**src/rtl/frame_scheduler_pkg.sv**
```systemverilog
// Shared constants for the frame scheduler: state encoding, write-mux selects
// and frame buffer geometry.
package frame_scheduler_pkg;

  localparam int FB_ADDR_W = 19;
  localparam int FB_WIDTH  = 640;
  localparam int FB_HEIGHT = 480;

  localparam logic [3:0] ST_IDLE       = 4'd0;
  localparam logic [3:0] ST_CLR_START  = 4'd1;
  localparam logic [3:0] ST_CLR_GUARD  = 4'd2;
  localparam logic [3:0] ST_CLR_WAIT   = 4'd3;
  localparam logic [3:0] ST_PLOT_START = 4'd4;
  localparam logic [3:0] ST_PLOT_GUARD = 4'd5;
  localparam logic [3:0] ST_PLOT_WAIT  = 4'd6;
  localparam logic [3:0] ST_SWAP_WAIT  = 4'd7;
  localparam logic [3:0] ST_SWAP       = 4'd8;

  localparam logic [1:0] SEL_NONE = 2'b00;
  localparam logic [1:0] SEL_FILL = 2'b01;
  localparam logic [1:0] SEL_LINE = 2'b10;

  // The guard cycle already belongs to the drawer, so its writes pass through.
  function automatic logic [1:0] mux_sel(input logic [3:0] st);
    case (st)
      ST_CLR_GUARD, ST_CLR_WAIT:   return SEL_FILL;
      ST_PLOT_GUARD, ST_PLOT_WAIT: return SEL_LINE;
      default:                     return SEL_NONE;
    endcase
  endfunction

endpackage

```
**src/rtl/frame_scheduler_if.sv**
```systemverilog
// Drawer handshakes and frame buffer write bus between the scheduler (master)
// and the drawers / frame buffer (slave).
interface frame_scheduler_if;
  import frame_scheduler_pkg::*;

  logic                 fill_start;
  logic                 fill_ready;
  logic                 logic_start;
  logic                 logic_ready;
  logic                 fill_we;
  logic [FB_ADDR_W-1:0] fill_addr;
  logic                 fill_data;
  logic                 line_we;
  logic [FB_ADDR_W-1:0] line_addr;
  logic                 line_data;
  logic                 fb_we;
  logic [FB_ADDR_W-1:0] fb_addr;
  logic                 fb_data;

  modport master (
    output fill_start, logic_start, fb_we, fb_addr, fb_data,
    input  fill_ready, logic_ready,
    input  fill_we, fill_addr, fill_data, line_we, line_addr, line_data
  );

  modport slave (
    input  fill_start, logic_start, fb_we, fb_addr, fb_data,
    output fill_ready, logic_ready,
    output fill_we, fill_addr, fill_data, line_we, line_addr, line_data
  );

endinterface

```
**src/rtl/frame_scheduler_fb_write_mux.sv**
```systemverilog
// Combinational frame buffer write mux: forwards the selected drawer's write
// request, all-zero when nothing is selected.
module fb_write_mux
  import frame_scheduler_pkg::*;
(
  input  logic [1:0]           sel,
  input  logic                 fill_we,
  input  logic [FB_ADDR_W-1:0] fill_addr,
  input  logic                 fill_data,
  input  logic                 line_we,
  input  logic [FB_ADDR_W-1:0] line_addr,
  input  logic                 line_data,
  output logic                 fb_we,
  output logic [FB_ADDR_W-1:0] fb_addr,
  output logic                 fb_data
);

  always_comb begin
    fb_we   = 1'b0;
    fb_addr = '0;
    fb_data = 1'b0;
    case (sel)
      SEL_FILL: begin
        fb_we   = fill_we;
        fb_addr = fill_addr;
        fb_data = fill_data;
      end
      SEL_LINE: begin
        fb_we   = line_we;
        fb_addr = line_addr;
        fb_data = line_data;
      end
      default: ;
    endcase
  end

endmodule

```
**src/rtl/frame_scheduler.sv**
```systemverilog
// Frame scheduler: clear -> plot -> wait for vsync -> swap, back-to-back while
// enabled. Define FRAME_SCHEDULER_DROP_CNT_EN to count missed vsync pulses.
module frame_scheduler
  import frame_scheduler_pkg::*;
(
  input  logic                      clk,
  input  logic                      rst_n,
  input  logic                      enable,
  input  logic                      vsync,
  frame_scheduler_if.master         bus,
  output logic                      swap,
  output logic                      busy,
  output logic                      frame_done,
  output logic [15:0]               dropped_frames
);

  logic [3:0] state;
  logic [3:0] state_nxt;
  logic [1:0] sel;

  always_ff @(posedge clk or negedge rst_n) begin
    if (!rst_n) state <= ST_IDLE;
    else        state <= state_nxt;
  end

  // Guard states exist because ready may still be high from before the start.
  always_comb begin
    state_nxt = state;
    case (state)
      ST_IDLE:       if (enable) state_nxt = ST_CLR_START;
      ST_CLR_START:  state_nxt = ST_CLR_GUARD;
      ST_CLR_GUARD:  state_nxt = ST_CLR_WAIT;
      ST_CLR_WAIT:   if (bus.fill_ready) state_nxt = ST_PLOT_START;
      ST_PLOT_START: state_nxt = ST_PLOT_GUARD;
      ST_PLOT_GUARD: state_nxt = ST_PLOT_WAIT;
      ST_PLOT_WAIT:  if (bus.logic_ready) state_nxt = ST_SWAP_WAIT;
      ST_SWAP_WAIT:  if (vsync) state_nxt = ST_SWAP;
      ST_SWAP:       state_nxt = enable ? ST_CLR_START : ST_IDLE;
      default:       state_nxt = ST_IDLE;
    endcase
  end

  assign bus.fill_start  = (state == ST_CLR_START);
  assign bus.logic_start = (state == ST_PLOT_START);
  assign swap            = (state == ST_SWAP);
  assign frame_done      = (state == ST_SWAP);
  assign busy            = (state != ST_IDLE);
  assign sel             = mux_sel(state);

  fb_write_mux u_fb_write_mux (
    .sel       (sel),
    .fill_we   (bus.fill_we),
    .fill_addr (bus.fill_addr),
    .fill_data (bus.fill_data),
    .line_we   (bus.line_we),
    .line_addr (bus.line_addr),
    .line_data (bus.line_data),
    .fb_we     (bus.fb_we),
    .fb_addr   (bus.fb_addr),
    .fb_data   (bus.fb_data)
  );

`ifdef FRAME_SCHEDULER_DROP_CNT_EN
  logic [15:0] drop_cnt;
  logic        drop_evt;

  assign drop_evt = vsync && (state != ST_IDLE) && (state != ST_SWAP_WAIT);

  always_ff @(posedge clk or negedge rst_n) begin
    if (!rst_n)                         drop_cnt <= '0;
    else if (drop_evt && drop_cnt != '1) drop_cnt <= drop_cnt + 16'd1;
  end

  assign dropped_frames = drop_cnt;
`else
  assign dropped_frames = '0;
`endif

endmodule
```
**src/flat_wrapper.sv**
```systemverilog
// flat-port wrapper written by rule: the top's interface ports become plain ports
module frame_scheduler_flat import frame_scheduler_pkg::*;
  (clk, rst_n, enable, vsync, swap, busy, frame_done, dropped_frames, bus_fill_start, bus_logic_start, bus_fb_we, bus_fb_addr, bus_fb_data, bus_fill_ready, bus_logic_ready, bus_fill_we, bus_fill_addr, bus_fill_data, bus_line_we, bus_line_addr, bus_line_data);
  frame_scheduler_if bus_i ();
  input  logic clk;
  input  logic rst_n;
  input  logic enable;
  input  logic vsync;
  output logic swap;
  output logic busy;
  output logic frame_done;
  output logic [15:0] dropped_frames;
  output wire logic [$bits(bus_i.fill_start)-1:0] bus_fill_start;
  output wire logic [$bits(bus_i.logic_start)-1:0] bus_logic_start;
  output wire logic [$bits(bus_i.fb_we)-1:0] bus_fb_we;
  output wire logic [$bits(bus_i.fb_addr)-1:0] bus_fb_addr;
  output wire logic [$bits(bus_i.fb_data)-1:0] bus_fb_data;
  input wire logic [$bits(bus_i.fill_ready)-1:0] bus_fill_ready;
  input wire logic [$bits(bus_i.logic_ready)-1:0] bus_logic_ready;
  input wire logic [$bits(bus_i.fill_we)-1:0] bus_fill_we;
  input wire logic [$bits(bus_i.fill_addr)-1:0] bus_fill_addr;
  input wire logic [$bits(bus_i.fill_data)-1:0] bus_fill_data;
  input wire logic [$bits(bus_i.line_we)-1:0] bus_line_we;
  input wire logic [$bits(bus_i.line_addr)-1:0] bus_line_addr;
  input wire logic [$bits(bus_i.line_data)-1:0] bus_line_data;
  assign bus_fill_start = bus_i.fill_start;
  assign bus_logic_start = bus_i.logic_start;
  assign bus_fb_we = bus_i.fb_we;
  assign bus_fb_addr = bus_i.fb_addr;
  assign bus_fb_data = bus_i.fb_data;
  assign bus_i.fill_ready = bus_fill_ready;
  assign bus_i.logic_ready = bus_logic_ready;
  assign bus_i.fill_we = bus_fill_we;
  assign bus_i.fill_addr = bus_fill_addr;
  assign bus_i.fill_data = bus_fill_data;
  assign bus_i.line_we = bus_line_we;
  assign bus_i.line_addr = bus_line_addr;
  assign bus_i.line_data = bus_line_data;
  frame_scheduler u_core (.clk(clk), .rst_n(rst_n), .enable(enable), .vsync(vsync), .bus(bus_i), .swap(swap), .busy(busy), .frame_done(frame_done), .dropped_frames(dropped_frames));
endmodule
```
**config.mk**
```make
export PLATFORM = sky130hd
export DESIGN_NAME = frame_scheduler_flat
export DESIGN_NICKNAME = d
export VERILOG_FILES = /design/src/rtl/frame_scheduler_pkg.sv /design/src/rtl/frame_scheduler_if.sv /design/src/rtl/frame_scheduler_fb_write_mux.sv /design/src/rtl/frame_scheduler.sv /design/src/flat_wrapper.sv
export SDC_FILE = /design/constraint.sdc
export NUM_CORES = 1
export LEC_CHECK = 0
export CORE_MARGIN = 1.5
export CORE_UTILIZATION = 26
export DETAILED_ROUTE_END_ITERATION = 8
export GPL_TIMING_DRIVEN = 0
export PLACE_DENSITY = 0.8
export SLEW_MARGIN = 10
export SYNTH_ARGS = -nofsm -noshare
export SYNTH_HDL_FRONTEND = slang
export SYNTH_SLANG_ARGS = --single-unit
```
**constraint.sdc**
```tcl
create_clock -name clk -period 2.45 [get_ports clk]
set_input_delay 0.245 -clock clk [delete_from_list [all_inputs] [get_ports clk]]
set_output_delay 0.245 -clock clk [all_outputs]
set_load 0.03 [all_outputs]
```
* After elaboration in Yosys (flattened, before gate mapping)
Index checks and enable logic that the tools add are counted. Widths: inputs -> output; s select.
Cells by class: add/subtract/negate cells 0, $mul 0, divide/modulo/power cells 0, magnitude comparators 0, equal/unequal tests 14, shift operators 0, multiplexer cells 10, bitwise operators 0, reductions and logical operators 5
Operators by type and width (number):
- $pmux 19 s2 | 1
- $pmux 4 s9 | 1
- $eq 4x3->1 const B | 4
- $mux 4 | 4
- $eq 4x2->1 const B | 2
- $ne 2x2->1 const B | 4
- $eq 4x1->1 const B | 1
- $eq 4x4->1 const B | 1
- $logic_not 4->1 | 1
- $pmux 1 s2 | 2
- $pmux 2 s2 | 1
- $reduce_and 4->1 | 1
- $reduce_bool 4->1 | 1
- $reduce_or 2->1 | 2
- $eq 2x1->1 const B | 1
- $eq 2x2->1 const B | 1
- $mux 1 | 1
Word-level totals: bits in registers 4, bits in latches 0, bits in writable memories 0, memory bits (read-only) 0, bits of input ports 48, output and inout bits 42, word-level logic and storage cells 30, memories 0

* Depth between registers and ports, before layout
Gate-level depths: netlist of the first run.
depth in word-level cells 5, depth in mapped cells 8, mapped depth without buffers 6

* Cells and area by module
From an unflattened synthesis of the first run, not the netlist that was laid out.
Unflattened totals: cells, all modules 106, area total of the unflattened synthesis 752.0 µm²
Modules (own cells, without submodules):
- frame_scheduler | instances 1, cells an instance 54, area an instance 435.4 µm², sequential area each 100.1 µm²
- fb_write_mux | instances 1, cells an instance 52, area an instance 316.6 µm², sequential area each 0.0 µm²

* Least setup slack after synthesis of the first run
OpenSTA, ideal clock, no wires.
kind reg-to-output, start point reg u_core.state[1], end point out bus_fb_addr[10], arrival 1972 ps, data required time 2205 ps, path slack 233 ps, cell stages (with the launch flop) 8, path buffers 2, cells stage by stage dfrtp_1 -> clkbuf_1 -> nor2b_1 -> nor2b_1 -> ha_1 -> clkbuf_1 -> a22oi_1 -> nor2_1
Between the ends: longest elaborated chain between the ends 5, elaborated cells on any way between the ends 10, classes of those cells eq/ne (6); mux (2); reduce/logical (2)
RTL lines:
- from (decl) | RTL line frame_scheduler.sv:17 | logic [3:0] state;
- from (signal assigned) | RTL line frame_scheduler.sv:23 | else state <= state_nxt;
- $eq 4x3->1 / $eq 4x2->1 (equally long branches) | RTL line frame_scheduler_pkg.sv:25 | case (st)
- $reduce_or 2->1 | RTL line frame_scheduler_pkg.sv:25
- $pmux 2 s2 (*) | RTL line frame_scheduler_pkg.sv:25
- $eq 2x2->1 / $eq 2x1->1 (equally long branches) | RTL line frame_scheduler_fb_write_mux.sv:22 | case (sel)
- $pmux 19 s2 (*) | RTL line frame_scheduler_fb_write_mux.sv:22
- to (decl) | RTL line flat_wrapper.sv:16 | output wire logic [$bits(bus_i.fb_addr)-1:0] bus_fb_addr;
Mark *: on every way between the ends. The rest lies on a longest branch, timed or not.

* Worst setup path after layout of the first run
start point reg u_core.state[3], end point out bus_fb_addr[16]
Same word-level chain as after synthesis.

==> results.yml, run 1 <==
power_and_ir_drop:
  p_seq_share_pct: 8.8
  pwr-share-clk_pct: 4.5
  p_int_w: 0.0007341
  finalPower_w: 0.001771
  switching_power_w: 0.001037
  combPwrFrac_pct: 86.7
  p_sw_share_pct: 58.56
  peakVddDrop_uv: 630.7
  power.density_nw_per_um2: 1175
  p_leak_nw: 0.7151
worst_setup_path:
  critPathKind: "reg2out"
  worstSetupEndpointType: "primary output"
  reg2reg_slack_ps: 630
  critPathMaxFanout: 10
  max_stage_delay_ps: 460
  path_cells: "nor2b_2, nor2b_1, inv_1, ha_1, clkbuf_4, a22oi_1, nor2_1, clkdlybuf4s15_2"
  start_kind: "flop"
  r2r-end: "u_core.state[0]$_DFFE_PN0P_"
  reg2reg_depth: 5
  cp.required_ps: 2200
  path_buf_inv: 3
  crit_arrival_ps: 2040
  crit_family: "buffers and inverters"
  crit_path_top_delay_cell: "dfrtp_2"
  reg2reg_from: "u_core.state[1]$_DFFE_PN0P_"
routing:
  first_iter_violations: 36
  viasPerCell: 4.672
  firstDrtPassIters: 4
  drc: 0
  drtAntennaViolNets: 0
  wl_per_cell_um: 11.80
  vias: 1070
  routed_wl_um: 2703
grt:
  overflow: 0
  grt_pass1_vias: 1014
  grt_max_degree: 14
  grt_usage_pct: 16.92
  grt_first_pass_wirelength_um: 4312
  grt_antenna_before_repair: 0
finish:
  n_antenna_cell: 0
  final_area_um2: 1508
  reg_top3: "u_core.state x4"
  area_growth_pct: 105.3
  fin_cells: 229
  final_nets: 250
  drive_gt1_share_pct: 27.78
  largest_reg_flops: 4
  largest_register: "u_core.state"
die:
  initial_core_util_pct: 27.10
  core-area_um2: 2710
  die_w_um: 56.15
  ios: 90
  die_area_um2: 3153
  fp-row-count: 19
  dieHeight_um: 56.15
logic_synthesis:
  synthFlopType: "dfrtp_1"
  synth_warnings: 0
  synth_top_cell_area_share_pct: 21.47
  ys_types: 27
  synth_largest_area_cell: "a22oi_1"
  synth-edff-count: 0
  ys_seq_area_share_pct: 13.63
  synth_area_leaders: "a22oi_1 (21%), buf_4 (17%), dfrtp_1 (14%)"
  netlist_instances: 108
  netlist_area_um2: 734.5
  async_reset_ff_share_pct: 100.0
  syn_area_per_cell_um2: 6.800
  ys_ff_latch: 4
clocking:
  clock_sinks: 4
  root_buffer: "clkbuf_4"
  clk_latency_ps: 230
  path_clk_slew_ps: 40
  cts_tree: "done"
  ctsHoldBuffers: 0
  htreeDepth: 1
  cts_buffers: 3
  clk_path_buf_depth: 2
sta:
  fin_hold_ws_ps: 213.6
  fin_skew_ps: 0.5344
  timing.fmax_mhz: 437.8
  slew_viol_final: 0
  setup_violations: 0
  finalCritPeriodShare_pct: 93.23
  finalSetupTns_ps: 0
  rsz0062_at_grt: "no"
  hold_viol_final: 0
  min_period_ps: 2284
min_path:
  hold_class: "in2async"
placement:
  hpwl_um: 2282
  numPlacedInstances: 227
  io_buffer_count: 73
  place_congestion: 0.8548
  placed_cell_area_um2: 1560
flow_run:
  cap_violations: 0
run_status:
  status: "finished clean"
[per-stage QoR]
stage,utilization [%],setup WS [ps]
after floorplan,-,232.7
after global placement,57.57,-369.2
after detailed placement,57.57,-420.9
after CTS,58.17,5.595
after global routing,55.63,22.07
final,55.63,165.8
[cell usage after synthesis, drive strengths merged, types with 2 or more instances]
library cell,number
nand2b,3
nand3,2
xor2,2
nand2,2
inv,3
a22oi,21
clkbuf,9
dfrtp,4
nor2b,2
nor3,3
nor2,24
buf,18
ha,2
[metal layers]
layer | track usage (%) | routed length (µm) | part of all wire [%] | up-vias
met5 | 0 | 0 | 0 | -
met4 | 7.143 | 34 | 1.3 | 0
met3 | 4.186 | 192 | 7.1 | 4
met2 | 32.44 | 1515 | 56 | 46
met1 | 17.02 | 959 | 35 | 495
li1 | - | - | - | 525
[power by group through the flow]
stage / Clock [W] / Sequential [W] / Combinational, W
2_1_floorplan: 0 / 0.000111 / 0.00110
3_3_place_gp: 0 / 0.000113 / 0.00163
3_5_place_dp: 0 / 0.000117 / 0.00167
4_1_cts: 0.0000840 / 0.000160 / 0.00156
5_1_grt: 0.0000881 / 0.000165 / 0.00169
6_report: 0.0000800 / 0.000156 / 0.00154
[worst max-delay path by stage]
stage                                start         endpoint  slack [ps]  cells after the start
3_3_place_gp   u_core.state[1]$_DFFE_PN0P_  bus_fb_addr[14]        -370                      8
4_1_cts        u_core.state[3]$_DFFE_PN0P_  bus_fb_addr[11]           6                      8
2_1_floorplan  u_core.state[1]$_DFFE_PN0P_  bus_fb_addr[10]         230                      7
5_1_grt        u_core.state[3]$_DFFE_PN0P_  bus_fb_addr[16]          20                      8
3_5_place_dp   u_core.state[1]$_DFFE_PN0P_  bus_fb_addr[16]        -420                      8
6_report       u_core.state[3]$_DFFE_PN0P_  bus_fb_addr[16]         170                      8
[what timing repair did]
item | 4_1_cts | 5_1_grt
buffers inserted | 0 | 2
cloned | 0 | 0
resized for setup | 45 | 31
endpoints found under the hold margin | 0 | 0
endpoints found under the setup margin | 21 | 20
[kinds of logic (layout without fill, tap and decap cells)]
kind of cell / Yosys count / in the layout / synth area share [%]
compound gates: 27 / 27 / 27.77
xor+xnor: 2 / 2 / 2.385
other cells: 1 / 16 / 0.5106
flops: 4 / 4 / 13.63
simple gates: 40 / 40 / 24.70
mux: 2 / 2 / 3.407
fa+ha+maj: 2 / 2 / 3.407
buf+inv: 30 / 105 / 24.19
[area by class of cell]
cell class / instances / area, µm²
plain buffers: 24 / 165.2
fillers: 264 / 1202
inverters: 3 / 11.26
repair buffers: 75 / 650.6
well taps: 31 / 38.79
multi-input cells: 89 / 515.5
flip-flops and latches: 4 / 103.9
clock buffers: 3 / 22.52
[layout by cell type, fill, tap and decap left out]
cell type,count
dlygate4sd2_1,1
nor2b_1,1
nor2b_2,1
or4_1,1
dfrtp_2,3
mux2_4,1
nand3_1,2
nand2b_1,3
o32a_1,1
clkbuf_2,22
a211oi_2,1
clkdlybuf4s15_2,1
buf_2,3
and2_1,1
a22oi_1,21
clkdlybuf4s50_1,52
a21oi_1,1
dfrtp_1,1
ha_1,2
xor2_1,2
mux2i_1,1
o21a_1,1
buf_4,19
o21ai_0,1
a31oi_1,1
or3_1,1
conb_1,16
nor3_1,3
clkbuf_4,4
nor2_1,24
nand3b_1,1
inv_1,3
nand2_1,2
Power figures use the tool's default switching activity.
==> run 2, diff against run 1 <==
- CAP_MARGIN: not set -> 20
- clock period: 2.45 -> 2.3 ns (I/O delays scaled with it)
==> results.yml, run 2 (synthesized netlist as in run 1, its figures left out) <==
grt:
  grtUsageMet3_pct: 4.419
  grt_usage_pct: 17.74
  overflow: 0
  grt_first_pass_wirelength_um: 4491
  use_met2_pct: 34.62
  grt_antenna_before_repair: 0
  busiest_layer: "met2"
  grt_max_degree: 14
  grt_pass1_vias: 1042
  gr-usage-met1_pct: 17.45
routing:
  drtAntennaViolNets: 0
  firstDrtPassIters: 4
  first_iter_violations: 28
  vias: 1051
  drc: 0
  wl_per_cell_um: 11.94
  viasPerCell: 4.590
  routed_wl_um: 2735
finish:
  area_growth_pct: 107.2
  final_cell_mix: "clkdlybuf4s50_1 (52), nor2_1 (24), buf_4 (22)"
  drive_gt1_share_pct: 28.28
  largest_register: "u_core.state"
  final_area_um2: 1521
  layout.area.seq_um2: 103.9
  multiInputGateArea_um2: 520.5
  largest_reg_flops: 4
  reg_top3: "u_core.state x4"
  n_fill_cell: 273
  final_nets: 250
  n_antenna_cell: 0
  final_common_cell: "clkdlybuf4s50_1"
sta:
  rsz0062_at_grt: "yes"
  min_period_ps: 2156
  slew_viol_final: 0
  fin_hold_ws_ps: 195.6
  fin_skew_ps: 0.5408
  timing.fmax_mhz: 463.8
  hold_viol_final: 0
  setup_violations: 0
  finalCritPeriodShare_pct: 93.75
run_status:
  status: "finished clean"
worst_setup_path:
  path_cells: "buf_4, nor3_1, and2_1, buf_4, clkdlybuf4s50_1"
  crit_arrival_ps: 1930
  critPathMaxFanout: 4
  crit_path_top_delay_cell: "clkdlybuf4s50_1"
  worstSetupEndpointType: "primary output"
  cp.required_ps: 2070
  path_buf_inv: 3
  crit_family: "buffers and inverters"
  start_kind: "flop"
  critPathKind: "reg2out"
  max_stage_delay_ps: 660
  timing.critical_path.mode_cell: "buf_4"
power_and_ir_drop:
  power.density_nw_per_um2: 1261
  peakVddDrop_uv: 658.0
  p_leak_nw: 0.7299
die:
  die_w_um: 56.15
  die_area_um2: 3153
  core-area_um2: 2710
  dieHeight_um: 56.15
  initial_core_util_pct: 27.10
  ios: 90
  fp-row-count: 19
placement:
  placed_cell_area_um2: 1560
  hpwl_um: 2282
  io_buffer_count: 73
  place_congestion: 0.8548
min_path:
  hold_class: "in2async"
clocking:
  root_buffer: "clkbuf_4"
  cts_buffers: 3
  clock_sinks: 4
  path_clk_slew_ps: 40
  clk_latency_ps: 230
  clk_path_buf_depth: 2
  htreeDepth: 1
  cts_tree: "done"
flow_run:
  cap_violations: 0
-- run 2: power breakdown --
| part | switching, W | internal, W |
|---|---|---|
| Sequential | 0.0000521 | 0.000108 |
| Clock | 0.0000269 | 0.0000582 |
| Combinational | 0.00103 | 0.000647 |
-- run 2: area by class of cell --
type / count / area share (%)
flip-flops and latches: 4 / 6.826
plain buffers: 24 / 11.02
multi-input cells: 89 / 34.21
well taps: 31 / 2.549
repair buffers: 75 / 43.17
clock buffers: 3 / 1.480
inverters: 3 / 0.7401
-- run 2: per-layer routing --
| layer | routed length (µm) | vias up | share of wire (%) |
|---|---|---|---|
| li1 | - | 524 | - |
| met1 | 962 | 475 | 35 |
| met2 | 1545 | 48 | 56 |
| met3 | 192 | 4 | 7.0 |
| met4 | 34 | 0 | 1.2 |
| met5 | 0 | - | 0 |
-- run 2: stage by stage --
step                      setup WS, ps  setup TNS (ps)  utilization (%)  power, W  std cells
after global placement          -504.2           -9879            57.57  0.001856        227
after global routing            -3.653          -3.653            56.14  0.002096        229
final                            143.7               0            56.14  0.001919        229
after detailed placement        -555.9          -10890            57.57  0.001902        227
after floorplan                  97.68               0                -  0.001294        123
after CTS                        12.69               0            59.88  0.002000        229
-- run 2: path summary, 6_finish.rpt --
kind | start | end | slack (ps) | cells after the start
hold reg to reg | u_core.state[3]$_DFFE_PN0P_ | u_core.state[2]$_DFFE_PN0P_ | 660 | 2
min in group clk | vsync | u_core.state[3]$_DFFE_PN0P_ | 580 | 3
hold / removal | rst_n | u_core.state[3]$_DFFE_PN0P_ | 200 | 1
setup / recovery | u_core.state[1]$_DFFE_PN0P_ | swap | 140 | 5
max in group asynchronous | rst_n | u_core.state[1]$_DFFE_PN0P_ | 1930 | 1
setup reg to reg | u_core.state[1]$_DFFE_PN0P_ | u_core.state[0]$_DFFE_PN0P_ | 500 | 5
-- run 2: repair_timing --
action | CTS | global route
setup buffers | 2 | 0
gates cloned | 0 | 0
hold buffers | 0 | 0
gates resized for setup | 75 | 51
setup endpoints to repair | 22 | 20
